File: src/rtl/mem_pkg.sv
// Shared types and constants for the fetch/data memory sequencer.
// Holds the FSM state encoding, memsize codes and the idle instruction.
package mem_pkg;

    typedef enum logic [2:0] {
        FETCH,
        EXEC,
        DATA,
        COMMIT,
        HALT
    } seq_state_t;

    localparam logic [1:0] MS_NONE = 2'b00;
    localparam logic [1:0] MS_B    = 2'b01;
    localparam logic [1:0] MS_H    = 2'b10;
    localparam logic [1:0] MS_W    = 2'b11;

    localparam logic [31:0] NOP_INST = 32'h0000_0013;

    function automatic logic misaligned(
        input logic [1:0] size,
        input logic [1:0] off
    );
        return (size == MS_H && off[0]) ||
               (size == MS_W && off != 2'b00);
    endfunction

endpackage

File: src/rtl/mem_sequencer_if.sv
// Single-port memory bus between the sequencer and the memory.
// Request is held until ack; ack may arrive in the request's first cycle.
interface mem_sequencer_if;

    logic        mreq;
    logic        mwe;
    logic [31:0] maddr;
    logic [31:0] mwdata;
    logic [3:0]  mbe;
    logic [31:0] mrdata;
    logic        mack;

    modport master (
        output mreq, mwe, maddr, mwdata, mbe,
        input  mrdata, mack
    );

    modport slave (
        input  mreq, mwe, maddr, mwdata, mbe,
        output mrdata, mack
    );

endinterface

File: src/rtl/mem_lane_align.sv
// Byte-lane placement of store data and extraction of load data.
// Purely combinational; driven by access size and address offset.
module mem_lane_align
    import mem_pkg::*;
(
    input  logic [1:0]  size,
    input  logic [1:0]  off,
    input  logic [31:0] wdata,
    input  logic [31:0] rword,
    output logic [31:0] mwdata,
    output logic [3:0]  be,
    output logic [31:0] rdata
);

    logic [31:0] sh;

    always_comb begin
        sh     = rword >> {off, 3'b000};
        mwdata = wdata;
        be     = 4'b0000;
        rdata  = 32'h0;
        unique case (1'b1)
            size == MS_B: begin
                mwdata = {4{wdata[7:0]}};
                be     = 4'b0001 << off;
                rdata  = {24'h0, sh[7:0]};
            end
            size == MS_H: begin
                mwdata = {2{wdata[15:0]}};
                be     = 4'b0011 << off;
                rdata  = {16'h0, sh[15:0]};
            end
            size == MS_W: begin
                mwdata = wdata;
                be     = 4'b1111;
                rdata  = sh;
            end
            default: begin
                mwdata = wdata;
                be     = 4'b0000;
                rdata  = 32'h0;
            end
        endcase
    end

endmodule

File: src/rtl/mem_sequencer.sv
// Multi-cycle sequencer sharing one memory port between fetch and load/store.
// Commits the core with a one-cycle o_cpu_en strobe per instruction.
module mem_sequencer #(
    parameter int unsigned TIMEOUT  = 255,
    parameter logic [31:0] NOP_INST = mem_pkg::NOP_INST
) (
    input  logic        i_clk,
    input  logic        i_rst,
    input  logic [31:0] i_pc,
    input  logic        i_load,
    input  logic        i_write,
    input  logic [31:0] i_addr,
    input  logic [31:0] i_wdata,
    input  logic [1:0]  i_memsize,
    output logic [31:0] o_inst,
    output logic [31:0] o_rdata,
    output logic        o_cpu_en,
    output logic        o_fault,
    mem_sequencer_if.master mem
);
    import mem_pkg::*;

    localparam int unsigned CW = (TIMEOUT > 1) ? $clog2(TIMEOUT) : 1;

    seq_state_t    st, nxt;
    logic [CW-1:0] cnt;
    logic [31:0]   inst_q, rdata_q;
    logic [31:0]   lane_wdata, lane_rdata;
    logic [3:0]    lane_be;
    logic          fault_q, req, we, set_fault;
    logic          take_inst, take_data, wait_mem;

    mem_lane_align u_align (
        .size   (i_memsize),
        .off    (i_addr[1:0]),
        .wdata  (i_wdata),
        .rword  (mem.mrdata),
        .mwdata (lane_wdata),
        .be     (lane_be),
        .rdata  (lane_rdata)
    );

    always_comb begin
        nxt       = st;
        req       = 1'b0;
        we        = 1'b0;
        o_cpu_en  = 1'b0;
        set_fault = 1'b0;
        take_inst = 1'b0;
        take_data = 1'b0;
        unique case (st)
            FETCH: begin
                if (i_pc[1:0] != 2'b00) begin
                    set_fault = 1'b1;
                    nxt       = HALT;
                end else begin
                    req = 1'b1;
                    if (mem.mack) begin
                        take_inst = 1'b1;
                        nxt       = EXEC;
                    end
                end
            end
            EXEC: begin
                if (!i_load && !i_write) begin
                    o_cpu_en = 1'b1;
                    nxt      = FETCH;
                end else if (misaligned(i_memsize, i_addr[1:0])) begin
                    set_fault = 1'b1;
                    nxt       = HALT;
                end else begin
                    nxt = DATA;
                end
            end
            DATA: begin
                req = 1'b1;
                // A load wins when the core illegally asks for both.
                we  = i_write && !i_load;
                if (mem.mack) begin
                    take_data = i_load;
                    nxt       = COMMIT;
                end
            end
            COMMIT: begin
                o_cpu_en = 1'b1;
                nxt      = FETCH;
            end
            HALT:    nxt = HALT;
            default: nxt = HALT;
        endcase
        if (req && !mem.mack && cnt == CW'(TIMEOUT - 1)) begin
            set_fault = 1'b1;
            nxt       = HALT;
        end
    end

    // Reset gates the request combinationally so an abandoned access drops at once.
    assign mem.mreq   = req && !i_rst;
    assign mem.mwe    = we && !i_rst;
    assign mem.mbe    = we ? lane_be : 4'b0000;
    assign mem.mwdata = lane_wdata;
    assign mem.maddr  = (st == DATA) ? {i_addr[31:2], 2'b00}
                                     : {i_pc[31:2], 2'b00};
    assign wait_mem   = mem.mreq && !mem.mack;

    assign o_inst  = (st == HALT) ? NOP_INST : inst_q;
    assign o_rdata = rdata_q;
    assign o_fault = fault_q;

    always_ff @(posedge i_clk or posedge i_rst) begin
        if (i_rst) begin
            st      <= FETCH;
            inst_q  <= NOP_INST;
            rdata_q <= 32'h0;
            fault_q <= 1'b0;
            cnt     <= '0;
        end else begin
            st <= nxt;
            if (take_inst) inst_q <= mem.mrdata;
            if (take_data) rdata_q <= lane_rdata;
            if (set_fault) fault_q <= 1'b1;
            cnt <= wait_mem ? cnt + CW'(1) : '0;
        end
    end

endmodule
File: src/flat_wrapper.sv
// flat-port wrapper written by rule: the top's interface ports become plain ports
module mem_sequencer_flat import mem_pkg::*;
#(
    parameter int unsigned TIMEOUT  = 255,
    parameter logic [31:0] NOP_INST = mem_pkg::NOP_INST
)
  (i_clk, i_rst, i_pc, i_load, i_write, i_addr, i_wdata, i_memsize, o_inst, o_rdata, o_cpu_en, o_fault, mem_mreq, mem_mwe, mem_maddr, mem_mwdata, mem_mbe, mem_mrdata, mem_mack);
  mem_sequencer_if mem_i ();
  input  logic i_clk;
  input  logic i_rst;
  input  logic [31:0] i_pc;
  input  logic i_load;
  input  logic i_write;
  input  logic [31:0] i_addr;
  input  logic [31:0] i_wdata;
  input  logic [1:0] i_memsize;
  output logic [31:0] o_inst;
  output logic [31:0] o_rdata;
  output logic o_cpu_en;
  output logic o_fault;
  output wire logic [$bits(mem_i.mreq)-1:0] mem_mreq;
  output wire logic [$bits(mem_i.mwe)-1:0] mem_mwe;
  output wire logic [$bits(mem_i.maddr)-1:0] mem_maddr;
  output wire logic [$bits(mem_i.mwdata)-1:0] mem_mwdata;
  output wire logic [$bits(mem_i.mbe)-1:0] mem_mbe;
  input wire logic [$bits(mem_i.mrdata)-1:0] mem_mrdata;
  input wire logic [$bits(mem_i.mack)-1:0] mem_mack;
  assign mem_mreq = mem_i.mreq;
  assign mem_mwe = mem_i.mwe;
  assign mem_maddr = mem_i.maddr;
  assign mem_mwdata = mem_i.mwdata;
  assign mem_mbe = mem_i.mbe;
  assign mem_i.mrdata = mem_mrdata;
  assign mem_i.mack = mem_mack;
  mem_sequencer #(.TIMEOUT(TIMEOUT), .NOP_INST(NOP_INST)) u_core (.i_clk(i_clk), .i_rst(i_rst), .i_pc(i_pc), .i_load(i_load), .i_write(i_write), .i_addr(i_addr), .i_wdata(i_wdata), .i_memsize(i_memsize), .o_inst(o_inst), .o_rdata(o_rdata), .o_cpu_en(o_cpu_en), .o_fault(o_fault), .mem(mem_i));
endmodule
File: config.mk
export PLATFORM = sky130hd
export DESIGN_NAME = mem_sequencer_flat
export DESIGN_NICKNAME = d
export VERILOG_FILES = /design/src/rtl/mem_pkg.sv /design/src/rtl/mem_sequencer_if.sv /design/src/rtl/mem_lane_align.sv /design/src/rtl/mem_sequencer.sv /design/src/flat_wrapper.sv
export SDC_FILE = /design/constraint.sdc
export NUM_CORES = 1
export LEC_CHECK = 0
export CORE_AREA = 10 10 119 121
export DETAILED_ROUTE_END_ITERATION = 10
export DIE_AREA = 0 0 129 131
export GPL_TIMING_DRIVEN = 1
export PLACE_DENSITY = 0.83
export SLEW_MARGIN = 10
export SYNTH_ARGS = -nofsm -noshare
export SYNTH_HDL_FRONTEND = slang
export SYNTH_SLANG_ARGS = --single-unit
File: constraint.sdc
create_clock -name i_clk -period 10.3 [get_ports i_clk]
set_clock_uncertainty 0.2 [all_clocks]
set_input_delay 2.06 -clock i_clk [delete_from_list [all_inputs] [get_ports i_clk]]
set_output_delay 2.06 -clock i_clk [all_outputs]
set_load 0.01 [all_outputs]
Word-level counts from Yosys, hierarchy flattened
Index checks and enable logic that the tools add are counted.
Word-level totals
  flip-flop bits (word level): 76
  latch bits: 0
  memory bits (writable): 0
  memory bits (read-only): 0
  output and inout bits: 136
  logic and storage cells: 66
  memories: 0
Operators by class
  add/sub/neg operators: 1
  multipliers: 0
  div/mod/pow operators: 0
  order comparisons: 0
  equal/unequal tests: 10
  shift-type cells: 3
  multiplexer cells: 29
  bitwise logic cells: 0
  reduce and logical (&&, ||, !) cells: 18
Operator list (count)
  case mux 32 bit (3 select lines): 1
  two-way mux 32 bit: 2
  case mux 32 bit (2 select lines): 1
  >> shifter 32 x 5 -> 32 bit: 1
  two-way mux 3 bit: 6
  two-way mux 1 bit: 12
  case mux 3 bit (4 select lines): 1
  case mux 4 bit (3 select lines): 1
  logical AND 1 bit: 9
  adder 8 x 1 -> 8 bit (second input constant): 1
  equality test 8 bit (second input constant): 1
  two-way mux 8 bit: 1
  equality test 3 x 2 -> 1 bit (second input constant): 2
  case mux 1 bit (2 select lines): 3
  equality test 2 bit (second input constant): 2
  zero test 1 bit: 4
  two-way mux 4 bit: 1
  != test 4 x 2 -> 1 bit (second input constant): 1
  nonzero test 2 bit: 2
  left shift 1 x 2 -> 4 bit (first input constant): 1
  left shift 2 x 2 -> 4 bit (first input constant): 1
  equality test 3 x 1 -> 1 bit (second input constant): 1
  equality test 3 bit (second input constant): 1
  zero test 3 bit: 1
  4 further kinds: 4

Logic depth before layout (Yosys ltp)
  depth after elaboration: 7
  depth in mapped cells: 6
  depth with buffers taken out: 5

Cells and area by module
From an unflattened synthesis, not the netlist that was laid out.
Second synthesis, totals
  cells, all modules: 465
  area, all modules: 4862.2 µm²
Modules (own cells, without submodules)
  mem_sequencer: times used 1, cells each 279, area an instance 3668.5 µm²
  mem_lane_align: times used 1, cells each 186, area an instance 1193.6 µm²

Least setup slack after synthesis
No wires, ideal clock.
  path kind: input -> output
  start: input i_rst
  end: output mem_mreq
  arrival: 4.075 ns
  data required time: 8.040 ns
  path slack: 3.965 ns
  stages: 2
  path buffers: 0
  cell sequence: inv_1 > and3_1
Between the ends
  word-level cells in the longest chain between the ends: 2
RTL lines
  from (decl): line flat_wrapper.sv:10  | input logic i_rst;
  zero test 1 bit: line mem_sequencer.sv:98  | assign mem.mreq = req && !i_rst;
  logical AND 1 bit: line mem_sequencer.sv:98
  to (decl): line flat_wrapper.sv:21  | output wire logic [$bits(mem_i.mreq)-1:0] mem_mreq;
No other way between the ends.

Worst setup path in the final report
  start: input i_memsize[0]
  end: output mem_mwdata[13]
Between the ends
  word-level cells in the longest chain between the ends: 2
RTL lines
  from (decl): line flat_wrapper.sv:16  | input logic [1:0] i_memsize;
  equality test 2 bit or equality test 2 x 1 -> 1 bit (tied branches): line mem_lane_align.sv:28, mem_lane_align.sv:23
  case mux 32 bit (2 select lines) (*): line mem_lane_align.sv:22  | unique case (1'b1)
  to (decl): line flat_wrapper.sv:24  | output wire logic [$bits(mem_i.mwdata)-1:0] mem_mwdata;
Every way passes the cells marked *; elsewhere a longest branch is shown, timed or not.

==> reports/metrics.cfg <==
[clocking]
clkLatencyLatePin_ns = 0.33
root_buffer = clkbuf_16
cts_resized = 0
cts_buffers = 9
cts_max_path_buffers = 2
clkTransAtPathRegs_ns = 0.06
htree_num_levels = 3
cts_tree = yes
post_cts_buffers = 0
cts_sinks = 76
cts_hold_buf = 0

[worst_setup_path]
crit_path_top_delay_cell = ha_1
path_common_cell = clkdlybuf4s50_1
crit_buf_inv = 3
endpoint_kind = output pin
critPathKind = in -> out
start_kind = input pin
critical-path-max-stage-delay_ns = 0.96
cp.arrival_ns = 4.78
cp_max_fo = 38
path_cells = clkdlybuf4s50_1 > inv_1 > ha_1 > and2_1 > a22o_1 > clkdlybuf4s50_1
cp_data_required_time_ns = 8.04
cp_top_family = buffers and inverters

[sta]
setup_tns_ns = 0
drv_slew = 0
fin_crit_sh_pct = 68.33
slew_headroom_pct = 29.42
max_slew.worst_pin.slew_ns = 1.059
min_period_ns = 7.038
grt_setup_unrepaired = false
fmax_mhz = 142.1
hold_viol = 0
setup_violations = 0

[power_and_ir_drop]
powerDensity_nw_per_um2 = 111.3
ir_worst_vdd_mv = 0.1064
leakage_nw = 3.158

[global_routing]
grt_max_degree = 79
first_global_vias = 4814
overflow = 0
grt_usage_pct = 21.43
grt_pass1_wl_um = 28080
antenna_found_initial = 0

[synthesis]
yosysTopAreaCellShare_pct = 39.23
synth-edff-count = 0
ys_types = 46
ys_top_cells_by_count = dfrtp_1, mux2_2, nor2b_1
async_flop_share_pct = 100.0
synth_top_cell_by_area = dfrtp_1
yosysSeqAreaShare_pct = 40.92
synth.top_cells.by_area = dfrtp_1, mux2_2, nor2b_1
yosys_register_bits = 76
syn-cell-area_um2 = 4657
synth_cells = 461
synth.avg_cell_area_um2 = 10.10
synth.most_common_cell = dfrtp_1
synth_ff_type = dfrtp_1
ys_warn_count = 0

[cells_and_area]
multi_input_area_um2 = 2466
drive_above_1_share_pct = 13.68
design_area_um2 = 7651
fillCellCount = 940
syn_to_final_growth_pct = 64.29
nets = 845
seqCellArea_um2 = 1906
n_antenna_cell = 0

[die]
die_area_um2 = 16900
die_y_um = 131
dieWidth_um = 129
ios = 271
num_rows = 40
core_area_um2 = 11810
start_util_pct = 39.43

[worst_hold_path]
hold_path.class = reg -> reg

[flow_run]
maxCapViolations = 0

[detailed_routing]
vias = 4579
postRouteAntennaNets = 0
drc = 0
vias_per_cell = 5.349
drtPass1Iterations = 4
detail_route.wirelength_um = 18980
wl_per_cell_um = 22.17
drt_iter0_markers = 344

[place]
port-buffer-count = 268
gp_congestion = 0.8844
dp_hpwl_um = 15100
placed_area_um2 = 7340

[run_status]
status = complete, no violations

per-layer routing:
layer	vias up	part of all wire, %	global-route usage [%]
met5	-	0	0
met4	0	2.1	7.157
met3	26	9.5	7.413
met2	208	52	38.68
met1	2202	36	22.94
li1	2143	-	-
registers in the layout, indices dropped and copies added (netlist names):
| register | count |
|---|---|
| u_core.inst_q | 32 |
| u_core.o_rdata | 32 |
| u_core.cnt | 8 |
| u_core.st | 3 |
| u_core.o_fault | 1 |
kinds of logic (layout without fill, tap and decap cells):
family	count (synthesis)	after routing	synth area share [%]
AND/OR/NAND/NOR	123	123	14.35
AO/OA/AOI/OAI	117	117	17.84
multiplexers	78	78	18.43
flip-flops	76	76	40.92
buffers and inverters	57	304	6.206
adder cells (fa/ha/maj)	6	6	1.612
XOR/XNOR	3	3	0.5643
other	1	2	0.08052
metrics by stage:
stage               hold slack, ns  setup slack (ns)  total power (W)  util, %  instances
floorplan                   0.2546             3.965        0.0004078        -        462
global placement            0.2652             3.413        0.0005330    62.14        840
detailed placement          0.2837             3.293        0.0005377    62.14        840
CTS                         0.2969             3.293        0.0008592    64.78        856
global route                0.3021             3.061        0.0008872    64.78        856
finish                      0.2931             3.262        0.0008518    64.78        856
cells in the final DEF (no fill, tap or decap), types with 5 or more instances in the layout:
cell type        instances
clkdlybuf4s50_1        268
dfrtp_1                 73
mux2_2                  62
nor2b_1                 42
o21ai_0                 30
nand2_1                 28
nor2_1                  20
a21oi_1                 17
mux2i_1                 16
a22o_1                  16
inv_1                   12
o22ai_1                  9
clkbuf_16                9
a211o_1                  8
a32o_1                   8
o31ai_1                  8
a22oi_1                  8
o2bb2ai_1                7
buf_4                    7
nand3_1                  6
ha_1                     6
or3_1                    5
final cells by class:
cell class | instances | area share, %
flip-flops and latches | 76 | 24.91
well taps | 147 | 2.404
multi-input cells | 329 | 32.23
clock buffers | 11 | 3.303
repair buffers | 275 | 35.75
inverters | 13 | 0.6378
clock inverters | 5 | 0.7686
path summary, 6_finish.rpt:
path                                from                 end  depth (start not counted)  slack (ns)
max reg2reg                 u_core.st[0]  u_core.o_rdata[14]                          4        7.67
max                         i_memsize[0]      mem_mwdata[13]                          6        3.26
min                        u_core.cnt[0]       u_core.cnt[0]                          1        0.29
max in group asynchronous          i_rst   u_core.inst_q[23]                          3        7.10
min in group asynchronous          i_rst       u_core.cnt[5]                          3        2.20
min reg2reg                u_core.cnt[0]       u_core.cnt[0]                          1        0.29
power breakdown:
part	switching (W)	total [W]	internal (W)
clock	0.000119	0.000320	0.000201
combinational	0.0000872	0.000209	0.000122
sequential	0.00000822	0.000323	0.000315
total	0.000214	0.000852	0.000638
Note: power is estimated with default switching activity, not from simulation.
